==> src/rtl/simprisc_hw_scoreboard.sv <==
`default_nettype none
// ============================================================================
// Module   : simprisc_hw_scoreboard
// Purpose  : In-order hardware scoreboard with NUM_CH expected-result FIFOs.
//            Each actual word is compared under CMP_MASK against the head of
//            its channel FIFO. The module keeps per-channel match, mismatch and
//            orphan counts and captures the first failure for readback.
// Revision : 1.0  initial release
// ============================================================================
module simprisc_hw_scoreboard #(
  parameter int                DATA_W   = 32,
  parameter int                DEPTH    = 16,
  parameter int                NUM_CH   = 2,
  parameter int                CNT_W    = 16,
  parameter logic [DATA_W-1:0] CMP_MASK = '1,
  localparam int               LVL_W    = $clog2(DEPTH + 1),
  localparam int               PTR_W    = $clog2(DEPTH),
  localparam int               CH_W     = (NUM_CH > 1) ? $clog2(NUM_CH) : 1
) (
  input  logic                      clk,
  input  logic                      rst_n,
  input  logic                      clear,
  input  logic [NUM_CH-1:0]         exp_valid,
  output logic [NUM_CH-1:0]         exp_ready,
  input  logic [NUM_CH*DATA_W-1:0]  exp_data,
  input  logic [NUM_CH-1:0]         act_valid,
  input  logic [NUM_CH*DATA_W-1:0]  act_data,
  output logic [NUM_CH*CNT_W-1:0]   match_cnt,
  output logic [NUM_CH*CNT_W-1:0]   mismatch_cnt,
  output logic [NUM_CH*CNT_W-1:0]   orphan_cnt,
  output logic [NUM_CH*LVL_W-1:0]   level,
  output logic                      err,
  output logic [CH_W-1:0]           err_ch,
  output logic [DATA_W-1:0]         err_exp,
  output logic [DATA_W-1:0]         err_act,
  output logic                      idle
);

  // Per-channel compare-stage results gathered for the shared error capture
  logic [NUM_CH-1:0]        err_evt;
  logic [NUM_CH-1:0]        busy;
  logic [NUM_CH*DATA_W-1:0] cmp_exp_bus;
  logic [NUM_CH*DATA_W-1:0] cmp_act_bus;

  for (genvar c = 0; c < NUM_CH; c++) begin : g_ch
    logic [DATA_W-1:0] mem [DEPTH];
    logic [PTR_W-1:0]  rd_ptr;
    logic [PTR_W-1:0]  wr_ptr;
    logic [LVL_W-1:0]  lvl;
    logic              empty;
    logic              full;
    logic              push;
    logic              pop;
    logic              orphan;
    logic [DATA_W-1:0] head;
    logic [DATA_W-1:0] exp_w;
    logic [DATA_W-1:0] act_w;
    logic              cmp_v;
    logic              cmp_eq;
    logic              cmp_orph;
    logic [DATA_W-1:0] cmp_exp;
    logic [DATA_W-1:0] cmp_act;
    logic [CNT_W-1:0]  m_cnt;
    logic [CNT_W-1:0]  mm_cnt;
    logic [CNT_W-1:0]  o_cnt;
    logic              hit;
    logic              miss;
    logic              orph_evt;

    assign exp_w  = exp_data[c*DATA_W +: DATA_W];
    assign act_w  = act_data[c*DATA_W +: DATA_W];
    assign head   = mem[rd_ptr];
    assign empty  = (lvl == '0);
    assign full   = (lvl == LVL_W'(DEPTH));
    // Push/pop are decided on the occupancy before this edge: an actual
    // arriving on an empty FIFO is an orphan even if a push lands alongside.
    assign push   = exp_valid[c] && !full && !clear;
    assign pop    = act_valid[c] && !empty && !clear;
    assign orphan = act_valid[c] && empty;

    // Storage array; no reset needed since occupancy gates every read
    always_ff @(posedge clk) begin
      if (push) begin
        mem[wr_ptr] <= exp_w;
      end
    end

    // Read/write pointers and occupancy counter
    always_ff @(posedge clk or negedge rst_n) begin
      if (!rst_n) begin
        rd_ptr <= '0;
        wr_ptr <= '0;
        lvl    <= '0;
      end else if (clear) begin
        rd_ptr <= '0;
        wr_ptr <= '0;
        lvl    <= '0;
      end else begin
        if (push) wr_ptr <= wr_ptr + PTR_W'(1);
        if (pop)  rd_ptr <= rd_ptr + PTR_W'(1);
        case ({push, pop})
          2'b10:   lvl <= lvl + LVL_W'(1);
          2'b01:   lvl <= lvl - LVL_W'(1);
          default: lvl <= lvl;
        endcase
      end
    end

    // Compare stage: register the masked-equal verdict and both words
    always_ff @(posedge clk or negedge rst_n) begin
      if (!rst_n) begin
        cmp_v    <= 1'b0;
        cmp_eq   <= 1'b0;
        cmp_orph <= 1'b0;
        cmp_exp  <= '0;
        cmp_act  <= '0;
      end else if (clear) begin
        cmp_v    <= 1'b0;
        cmp_eq   <= 1'b0;
        cmp_orph <= 1'b0;
        cmp_exp  <= '0;
        cmp_act  <= '0;
      end else begin
        cmp_v <= act_valid[c];
        if (act_valid[c]) begin
          cmp_orph <= orphan;
          cmp_eq   <= !orphan && (((head ^ act_w) & CMP_MASK) == '0);
          cmp_exp  <= orphan ? '0 : head;
          cmp_act  <= act_w;
        end
      end
    end

    assign hit      = cmp_v && !cmp_orph && cmp_eq;
    assign miss     = cmp_v && !cmp_orph && !cmp_eq;
    assign orph_evt = cmp_v && cmp_orph;

    // Saturating statistics counters fed from the compare stage
    always_ff @(posedge clk or negedge rst_n) begin
      if (!rst_n) begin
        m_cnt  <= '0;
        mm_cnt <= '0;
        o_cnt  <= '0;
      end else if (clear) begin
        m_cnt  <= '0;
        mm_cnt <= '0;
        o_cnt  <= '0;
      end else begin
        if (hit && (m_cnt != '1))       m_cnt  <= m_cnt + CNT_W'(1);
        if (miss && (mm_cnt != '1))     mm_cnt <= mm_cnt + CNT_W'(1);
        if (orph_evt && (o_cnt != '1))  o_cnt  <= o_cnt + CNT_W'(1);
      end
    end

    assign exp_ready[c]                      = !full;
    assign level[c*LVL_W +: LVL_W]           = lvl;
    assign match_cnt[c*CNT_W +: CNT_W]       = m_cnt;
    assign mismatch_cnt[c*CNT_W +: CNT_W]    = mm_cnt;
    assign orphan_cnt[c*CNT_W +: CNT_W]      = o_cnt;
    assign err_evt[c]                        = miss || orph_evt;
    assign busy[c]                           = cmp_v || !empty;
    assign cmp_exp_bus[c*DATA_W +: DATA_W]   = cmp_exp;
    assign cmp_act_bus[c*DATA_W +: DATA_W]   = cmp_act;
  end

  logic [CH_W-1:0]   sel_ch;
  logic [DATA_W-1:0] sel_exp;
  logic [DATA_W-1:0] sel_act;

  // Pick the lowest-index channel among simultaneous error events
  always_comb begin
    sel_ch  = '0;
    sel_exp = '0;
    sel_act = '0;
    for (int i = NUM_CH - 1; i >= 0; i--) begin
      if (err_evt[i]) begin
        sel_ch  = CH_W'(i);
        sel_exp = cmp_exp_bus[i*DATA_W +: DATA_W];
        sel_act = cmp_act_bus[i*DATA_W +: DATA_W];
      end
    end
  end

  // First-error capture; frozen once err is set until clear or reset
  always_ff @(posedge clk or negedge rst_n) begin
    if (!rst_n) begin
      err     <= 1'b0;
      err_ch  <= '0;
      err_exp <= '0;
      err_act <= '0;
    end else if (clear) begin
      err     <= 1'b0;
      err_ch  <= '0;
      err_exp <= '0;
      err_act <= '0;
    end else if (!err && (|err_evt)) begin
      err     <= 1'b1;
      err_ch  <= sel_ch;
      err_exp <= sel_exp;
      err_act <= sel_act;
    end
  end

  assign idle = ~(|busy);

endmodule
`default_nettype wire
==> config.mk <==
export PLATFORM = sky130hd
export DESIGN_NAME = simprisc_hw_scoreboard
export DESIGN_NICKNAME = d
export VERILOG_FILES = /design/src/rtl/simprisc_hw_scoreboard.sv
export SDC_FILE = /design/constraint.sdc
export NUM_CORES = 1
export LEC_CHECK = 0
export BUFFER_PORTS_ARGS = -buffer_cell sky130_fd_sc_hd__buf_2
export CORE_MARGIN = 10
export CORE_UTILIZATION = 40
export DETAILED_ROUTE_END_ITERATION = 10
export GPL_TIMING_DRIVEN = 0
export PLACE_DENSITY_LB_ADDON = 0.25
export SETUP_SLACK_MARGIN = 0.02
export SLEW_MARGIN = 20
export SYNTH_ARGS = -nofsm -noshare
export SYNTH_HDL_FRONTEND = slang
export SYNTH_SLANG_ARGS = --single-unit
export TNS_END_PERCENT = 30
==> constraint.sdc <==
create_clock -name clk -period 5.35 [get_ports clk]
set_input_delay 1.605 -clock clk [delete_from_list [all_inputs] [get_ports clk]]
set_output_delay 1.605 -clock clk [all_outputs]
set_load 0.02 [all_outputs]
==> metrics.cfg, run 1 <==
[setup_path]
cp_num_buf_inv = 1
start_kind = flop
crit_required_ns = 3.74
critPathTopFamily = simple AND/OR/NAND/NOR gates
rr_worst_depth = 11
cpPeakStageDelay_ns = 0.61
path_class = flop to output port
r2r_start = g_ch[1].rd_ptr[3]
cp-end-kind = output port
crit_cells = 5
crit_fanout = 6
r2r_slack_ns = 1.01
rr_endpoint = g_ch[1].cmp_eq
arrival_ns = 2.88
cp-startpoint = g_ch[0].lvl[0]
path_cells = or4_1 > nor2_1 > nand3_1 > nor3_1 > buf_2
crit_end = idle
slowest_stage = or4_1

[global_routing]
grt_max_degree = 93
grt_first_pass_wirelength_um = 235600
overflow = 0
grt.total_usage_pct = 21.67
grt_antenna_before_repair = 40
grt_pass1_vias = 31470

[sta]
period_needed_ns = 4.487
rsz0062_at_grt = no
max-slew-margin-rel_pct = 20.83
setup_viol = 0
worstMarginPinSlew_ns = 1.187
fmax_ghz = 0.2229
fin_ws_ns = 0.8633
finalHoldViolCount = 0
drv_slew = 0
worst_clock_skew_ns = 0.03942
min_period_over_period_pct = 83.86

[yosys]
synth_top_cell_by_area = edfxtp_1
yosysTopAreaCellShare_pct = 57.14
ys_seq_area_share_pct = 72.11
synth-seq-cells = 1346
synth_top_family_by_area = multiplexers
synthTopCellsByArea = edfxtp_1 57%, dfrtp_1 15%, mux4_2 8.5%, mux2i_1 4.0%, xor2_1 1.8%
synth_compound_area_share_pct = 5.320
yosysWarnings = 0
synth-simple-area-share_pct = 5.094
synth_edf_count = 1024
async_flop_share_pct = 23.92
muxShareOfSynthArea_pct = 12.70
ys_types = 57
syn-cell-area_sq_um = 53820
syn_nets = 3342
syn_avg_cell_area_sq_um = 16.89
synth_fa_ha_area_share_pct = 0.4650
yosys_most_used_dff = edfxtp_1
synth_cells = 3187
synth_xor_area_share_pct = 2.637

[layout]
fill_cells = 11260
area_growth_pct = 18.29
nNetsFinal = 3867
layout.cells.non_filler = 5592
drive_above_1_share_pct = 22.77

[power_and_ir_drop]
p_int_mw = 18.72
p_leak_nw = 22.69
power.share.clock_pct = 37.2
peakVddDrop_uv = 313.0
p_total_mw = 25.75
powerDensity_nw_per_um2 = 404.5
pwr-share-comb_pct = 16.9
swShare_pct = 27.30
power.switching_mw = 7.030
power_frac_seq_pct = 45.9

[routing]
drc_errors = 0
drt_wl_total_um = 165500
firstDrtPassIters = 7
ant_nets = 0
routed_via_density = 5.659
wl_per_cell_um = 29.60
num_vias = 31640
drtIter0Drc = 3449

[clock_network]
numCtsBuffers = 144
cts_root_buffer = clkbuf_16
clk_pin_slew_ns = 0.06
post_cts_buffers = 0
cts_max_level = 4
cts.sinks = 1346
worst_skew_pair.late_latency_ns = 0.76
cts_tree = built
clockBufferDepth = 3
cts_resized = 0
ctsHoldBuffers = 0

[placement]
dpl.hpwl_um = 116400
routabilityCongestion = 0.8543
dp.cells = 5334
io_buffers = 309
dp_worst_setup_slack_ns = 0.6584

[worst_hold_path]
min_from = err_exp[11]
hold_class = flop to flop

[floorplanning]
die_h_um = 386.8
start_util_pct = 40.27
core_sq_um = 133600
num_rows = 134
die_w_um = 386.8
dieArea_sq_um = 149600
ios = 310

[status]
status = finished clean

[job]
cap_violations = 0

-- registers in the layout, indices dropped and copies added, names as in the netlist --
signal and cells:
err 1, err_act 32, err_ch 1, err_exp 32
g_ch.cmp_act 64, g_ch.cmp_eq 2, g_ch.cmp_exp 64, g_ch.cmp_orph 2
g_ch.cmp_v 2, g_ch.lvl 10, g_ch.m_cnt 32, g_ch.mem 1024
g_ch.mm_cnt 32, g_ch.o_cnt 32, g_ch.rd_ptr 8, g_ch.wr_ptr 8
-- layout by cell type, fill, tap and decap left out, types with 52 or more instances in the layout --
cell / netlist / routed
edfxtp_1: 1024 / 1024
buf_2: 21 / 329
dfrtp_1: 322 / 322
nor2_1: 243 / 217
mux2i_1: 215 / 215
nand2_1: 206 / 206
mux4_2: 204 / 204
clkbuf_1: 110 / 150
clkbuf_16: 0 / 144
o21ai_0: 123 / 121
xor2_1: 110 / 110
a22oi_1: 107 / 107
a221oi_1: 62 / 62
xnor2_1: 52 / 52
-- synth_stat cells (17+ instances only) --
cell type	number
a21oi_1	32
nand3_1	38
o21ai_0	123
nand2_1	206
a22o_1	50
mux2i_1	215
nor2_1	243
clkbuf_1	110
xor2_1	110
mux4_2	204
buf_2	21
ha_1	20
inv_1	20
dfrtp_1	322
and3_1	17
nor3_1	27
a22oi_1	107
a221oi_1	62
nand4_1	27
xnor2_1	52
edfxtp_1	1024
-- cell families (layout without fill, tap and decap cells) --
logic type / count (synthesis) / in the layout
AO/OA/AOI/OAI: 416 / 416
XOR/XNOR: 162 / 162
adder cells (fa/ha/maj): 20 / 20
buffers and inverters: 193 / 823
flip-flops: 1346 / 1346
multiplexers: 427 / 427
other: 0 / 7
AND/OR/NAND/NOR: 623 / 623
-- power groups by stage --
stage	Combinational, mW	Sequential (mW)	Clock (mW)
2_1_floorplan	2.68	12.0	0
3_3_place_gp	4.26	12.0	0
3_5_place_dp	4.35	12.0	0
4_1_cts	4.37	11.8	9.73
5_1_grt	4.62	11.8	10.2
6_report	4.35	11.8	9.59
-- per-layer routing --
layer	track usage (%)	routed length, um	vias to the layer above
li1	-	-	13490
met1	29.30	68410	16510
met2	33.20	75710	1327
met3	7.253	16590	285
met4	6.309	4619	28
met5	0	169	-
-- worst reg2reg max path, stage by stage (launching register included) --
cell and delay [ns]:
dfrtp_1 0.35, clkbuf_1 0.22, inv_2 0.32, buf_2 0.46, buf_1 0.84, mux2i_1 0.23, mux2i_1 0.68, xnor2_1 0.19
nand4_1 0.12, nor4_1 0.54, nand4_1 0.17, o21ai_1 0.14
-- worst min path at each step --
| stage | to | slack [ns] | depth (start not counted) |
|---|---|---|---|
| after floorplan | g_ch[0].cmp_exp[14] | 0.45 | 1 |
| after global placement | g_ch[0].cmp_exp[14] | 0.46 | 1 |
| after detailed placement | g_ch[0].cmp_exp[14] | 0.47 | 1 |
| after CTS | g_ch[0].cmp_exp[14] | 0.48 | 1 |
| after global routing | g_ch[0].cmp_exp[3] | 0.50 | 1 |
| final | err_exp[11] | 0.48 | 2 |
-- stage by stage --
| stage | hold slack, ns | area (sq um) | util, % | setup TNS, ns |
|---|---|---|---|---|
| floorplan | 0.4497 | 53820 | - | 0 |
| global placement | 0.4585 | 57570 | 43.09 | -2682.32 |
| detailed placement | 0.4654 | 59170 | 44.28 | 0 |
| CTS | 0.4782 | 63640 | 47.63 | 0 |
| global route | 0.4992 | 63650 | 47.63 | 0 |
| finish | 0.4771 | 63660 | 47.64 | 0 |
-- cell type report --
class | instances | area [sq um] | area share (%)
Tap cell | 1768 | 2212 | 3.475
Buffer | 172 | 819.5 | 1.287
Clock buffer | 190 | 3836 | 6.026
Antenna cell | 7 | 17.52 | 0.02752
Timing Repair Buffer | 379 | 2920 | 4.587
Inverter | 21 | 78.83 | 0.1238
Sequential cell | 1346 | 38810 | 60.96
Clock inverter | 61 | 633.1 | 0.9945
Multi-Input combinational cell | 1648 | 14340 | 22.52
No activity file was read; power rests on OpenSTA's default activity.
==> run 2: changes to the inputs <==
==> constraint.sdc (replaced) <==
create_clock -name clk -period 4.1 [get_ports clk]
set_input_delay 1.23 -clock clk [delete_from_list [all_inputs] [get_ports clk]]
set_output_delay 1.23 -clock clk [all_outputs]
set_load 0.02 [all_outputs]
==> run 2 against run 1 <==
Combinational power increased by 30%. Clock-buffer cell count unchanged. Die area unchanged. Hold slack got worse by 0.069 ns. Routed wire length about the same. Via count about the same. Power increased by 30%. Cell area about the same. Clock power increased by 30%. Global-route usage about the same. Sequential power increased by 31%. Critical path type is now flop to flop. Critical endpoint is now g_ch[1].cmp_eq. Highest routed layer unchanged.
==> metrics.cfg, run 2 (synthesized netlist as in run 1, its figures left out) <==
[layout]
nNetsFinal = 3866  ; was 3867
top_regs = g_ch.mem (1024), g_ch.cmp_act (64), g_ch.cmp_exp (64)  ; unchanged
area_growth_pct = 18.33  ; was 18.29%
fill_cells = 11260  ; about the same
final_common_cell = edfxtp_1  ; unchanged
layout_common_cells = 1024 x edfxtp_1, 329 x buf_2, 322 x dfrtp_1  ; unchanged
fin_area_sq_um = 63680  ; was 63660 sq um
largest_register_ffs = 1024  ; unchanged
regMostFlops = g_ch.mem  ; unchanged
drive_above_1_share_pct = 22.88  ; was 22.77%

[sta]
finalHoldViolCount = 0  ; unchanged
min_period_over_period_pct = 96.27
fin_tns_setup_ns = 0  ; unchanged
fmax_ghz = 0.2534
rsz0062_at_grt = yes  ; was no
worstMarginPinSlew_ns = 1.192  ; was 1.187 ns
fin_ws_ns = 0.1530  ; was 0.8633 ns
max-slew-margin-rel_pct = 20.51  ; was 20.83%
period_needed_ns = 3.947
worst_clock_skew_ns = 0.04266  ; was 0.03942 ns
holdWs_ns = 0.4085  ; was 0.4771 ns
drv_slew = 0  ; unchanged
setup_viol = 0  ; unchanged

[worst_hold_path]
hold_class = input pin to async pin  ; was flop to flop

[setup_path]
path_class = flop to flop  ; was flop to output port
arrival_ns = 4.63  ; was 2.88 ns
slowest_stage = buf_1  ; was or4_1
crit_required_ns = 4.78  ; was 3.74 ns
critPathTopFamily = buffers and inverters  ; was simple AND/OR/NAND/NOR gates
cp-end-kind = flop  ; was output port
cp_num_buf_inv = 3  ; was 1
path_cells = buf_2 > buf_2 > buf_1 > mux4_2 > a22oi_1 > o21ai_1 > xor2_1 > nor4_1 > nand4_1 > o21ai_1  ; was or4_1 > nor2_1 > nand3_1 > nor3_1 > buf_2
crit_fanout = 10  ; was 6
start_kind = flop  ; unchanged
cpPeakStageDelay_ns = 0.74  ; was 0.61 ns

[clock_network]
cts_root_buffer = clkbuf_16  ; unchanged
cts.sinks = 1346  ; unchanged
cts_max_level = 4  ; unchanged
clk_pin_slew_ns = 0.06  ; about the same
numCtsBuffers = 144  ; unchanged
ctsHoldBuffers = 0  ; unchanged
cts_tree = built  ; unchanged
clockBufferDepth = 3  ; unchanged
worst_skew_pair.late_latency_ns = 0.76  ; about the same

[global_routing]
overflow = 0  ; unchanged
grt_max_degree = 93  ; unchanged
grt_first_pass_wirelength_um = 235400  ; was 235600 um
grt.total_usage_pct = 21.64  ; was 21.67%
grt_antenna_before_repair = 40  ; unchanged
grt_pass1_vias = 31440  ; was 31470

[placement]
routabilityCongestion = 0.8543  ; unchanged
dpl.hpwl_um = 116400  ; unchanged
placed_cell_area_sq_um = 59170  ; unchanged
io_buffers = 309  ; unchanged
dp_worst_setup_slack_ns = -0.2166  ; was 0.6584 ns

[routing]
num_vias = 31670  ; was 31640
drtIter0Drc = 3476  ; was 3449
drc_errors = 0  ; unchanged
ant_nets = 0  ; unchanged
firstDrtPassIters = 7  ; unchanged
routed_via_density = 5.660  ; was 5.659
drt_wl_total_um = 165400  ; was 165500 um
wl_per_cell_um = 29.56  ; was 29.60 um

[status]
status = finished clean  ; unchanged

[floorplanning]
ios = 310  ; unchanged
die_h_um = 386.8  ; unchanged
start_util_pct = 40.27  ; unchanged
dieArea_sq_um = 149600  ; unchanged
num_rows = 134  ; unchanged
core_sq_um = 133600  ; unchanged
die_w_um = 386.8  ; unchanged

[power_and_ir_drop]
powerDensity_nw_per_um2 = 527.5  ; was 404.5 nW/um^2
power.switching_mw = 9.163  ; was 7.030 mW
peakVddDrop_uv = 409.1  ; was 313.0 uV
pwr-share-comb_pct = 16.9  ; about the same
swShare_pct = 27.28  ; was 27.30%
power.share.clock_pct = 37.2  ; about the same
p_int_mw = 24.43  ; was 18.72 mW
p_leak_nw = 22.70  ; was 22.69 nW
power_frac_seq_pct = 45.9  ; about the same

[job]
cap_violations = 0  ; unchanged

## run 2: timing repair
action                                  CTS  global route
setup buffers                             0             0
endpoints found under the setup margin    3             2
gates resized for setup                   1             9
## run 2: stage by stage
| stage | utilization, % | cells | total power, mW |
|---|---|---|---|
| final | 47.66 | 5596 | 33.59 |
| after global routing | 47.64 | 5587 | 34.74 |
| after CTS | 47.63 | 5584 | 33.82 |
| after detailed placement | 44.28 | 5334 | 21.36 |
| after global placement | 43.09 | 5264 | 21.25 |
| after floorplan | - | 3187 | 19.13 |
## run 2: cell type report
type,count,area [sq um],share of cell area (%)
Clock buffer,190,3836,6.024
Antenna cell,12,30.03,0.04715
Inverter,21,78.83,0.1238
Multi-Input combinational cell,1648,14340,22.51
Sequential cell,1346,38810,60.94
Clock inverter,61,633.1,0.9942
Buffer,171,825.8,1.297
Timing Repair Buffer,379,2920,4.586
Tap cell,1768,2212,3.474
## run 2: metal layers
| metal | GRT usage [%] | part of all wire, % | vias up |
|---|---|---|---|
| li1 | - | - | 13500 |
| met1 | 29.37 | 41 | 16530 |
| met2 | 33.18 | 46 | 1333 |
| met3 | 7.159 | 10 | 282 |
| met4 | 6.143 | 2.8 | 28 |
| met5 | 0 | 0.10 | - |
## run 2: final timing paths
check	start	endpoint	slack [ns]	cells after the start
min in group clk	err_exp[11]	err_exp[11]	0.48	2
hold / removal	rst_n	g_ch[1].m_cnt[9]	0.41	1
setup reg to reg	g_ch[1].rd_ptr[1]	g_ch[1].cmp_eq	0.15	10
max in group asynchronous	rst_n	err_act[18]	2.00	4
hold reg to reg	err_exp[11]	err_exp[11]	0.48	2
setup / recovery	g_ch[1].rd_ptr[1]	g_ch[1].cmp_eq	0.15	10
## run 2: power groups by stage
stage                     clock (mW)  combinational, mW  sequential [mW]
after floorplan                    0               3.50             15.6
after global placement             0               5.56             15.7
after detailed placement           0               5.68             15.7
after CTS                       12.7               5.71             15.4
after global routing            13.3               6.03             15.4
final                           12.5               5.67             15.4
## run 2: worst register-to-register path: cells and delay by family (launching register included)
kind,cells,cell delay (ns)
mux,1,0.43
compound gates,3,0.67
xor+xnor,1,0.28
simple gates,2,0.84
flops,1,0.35
buf+inv,3,1.29
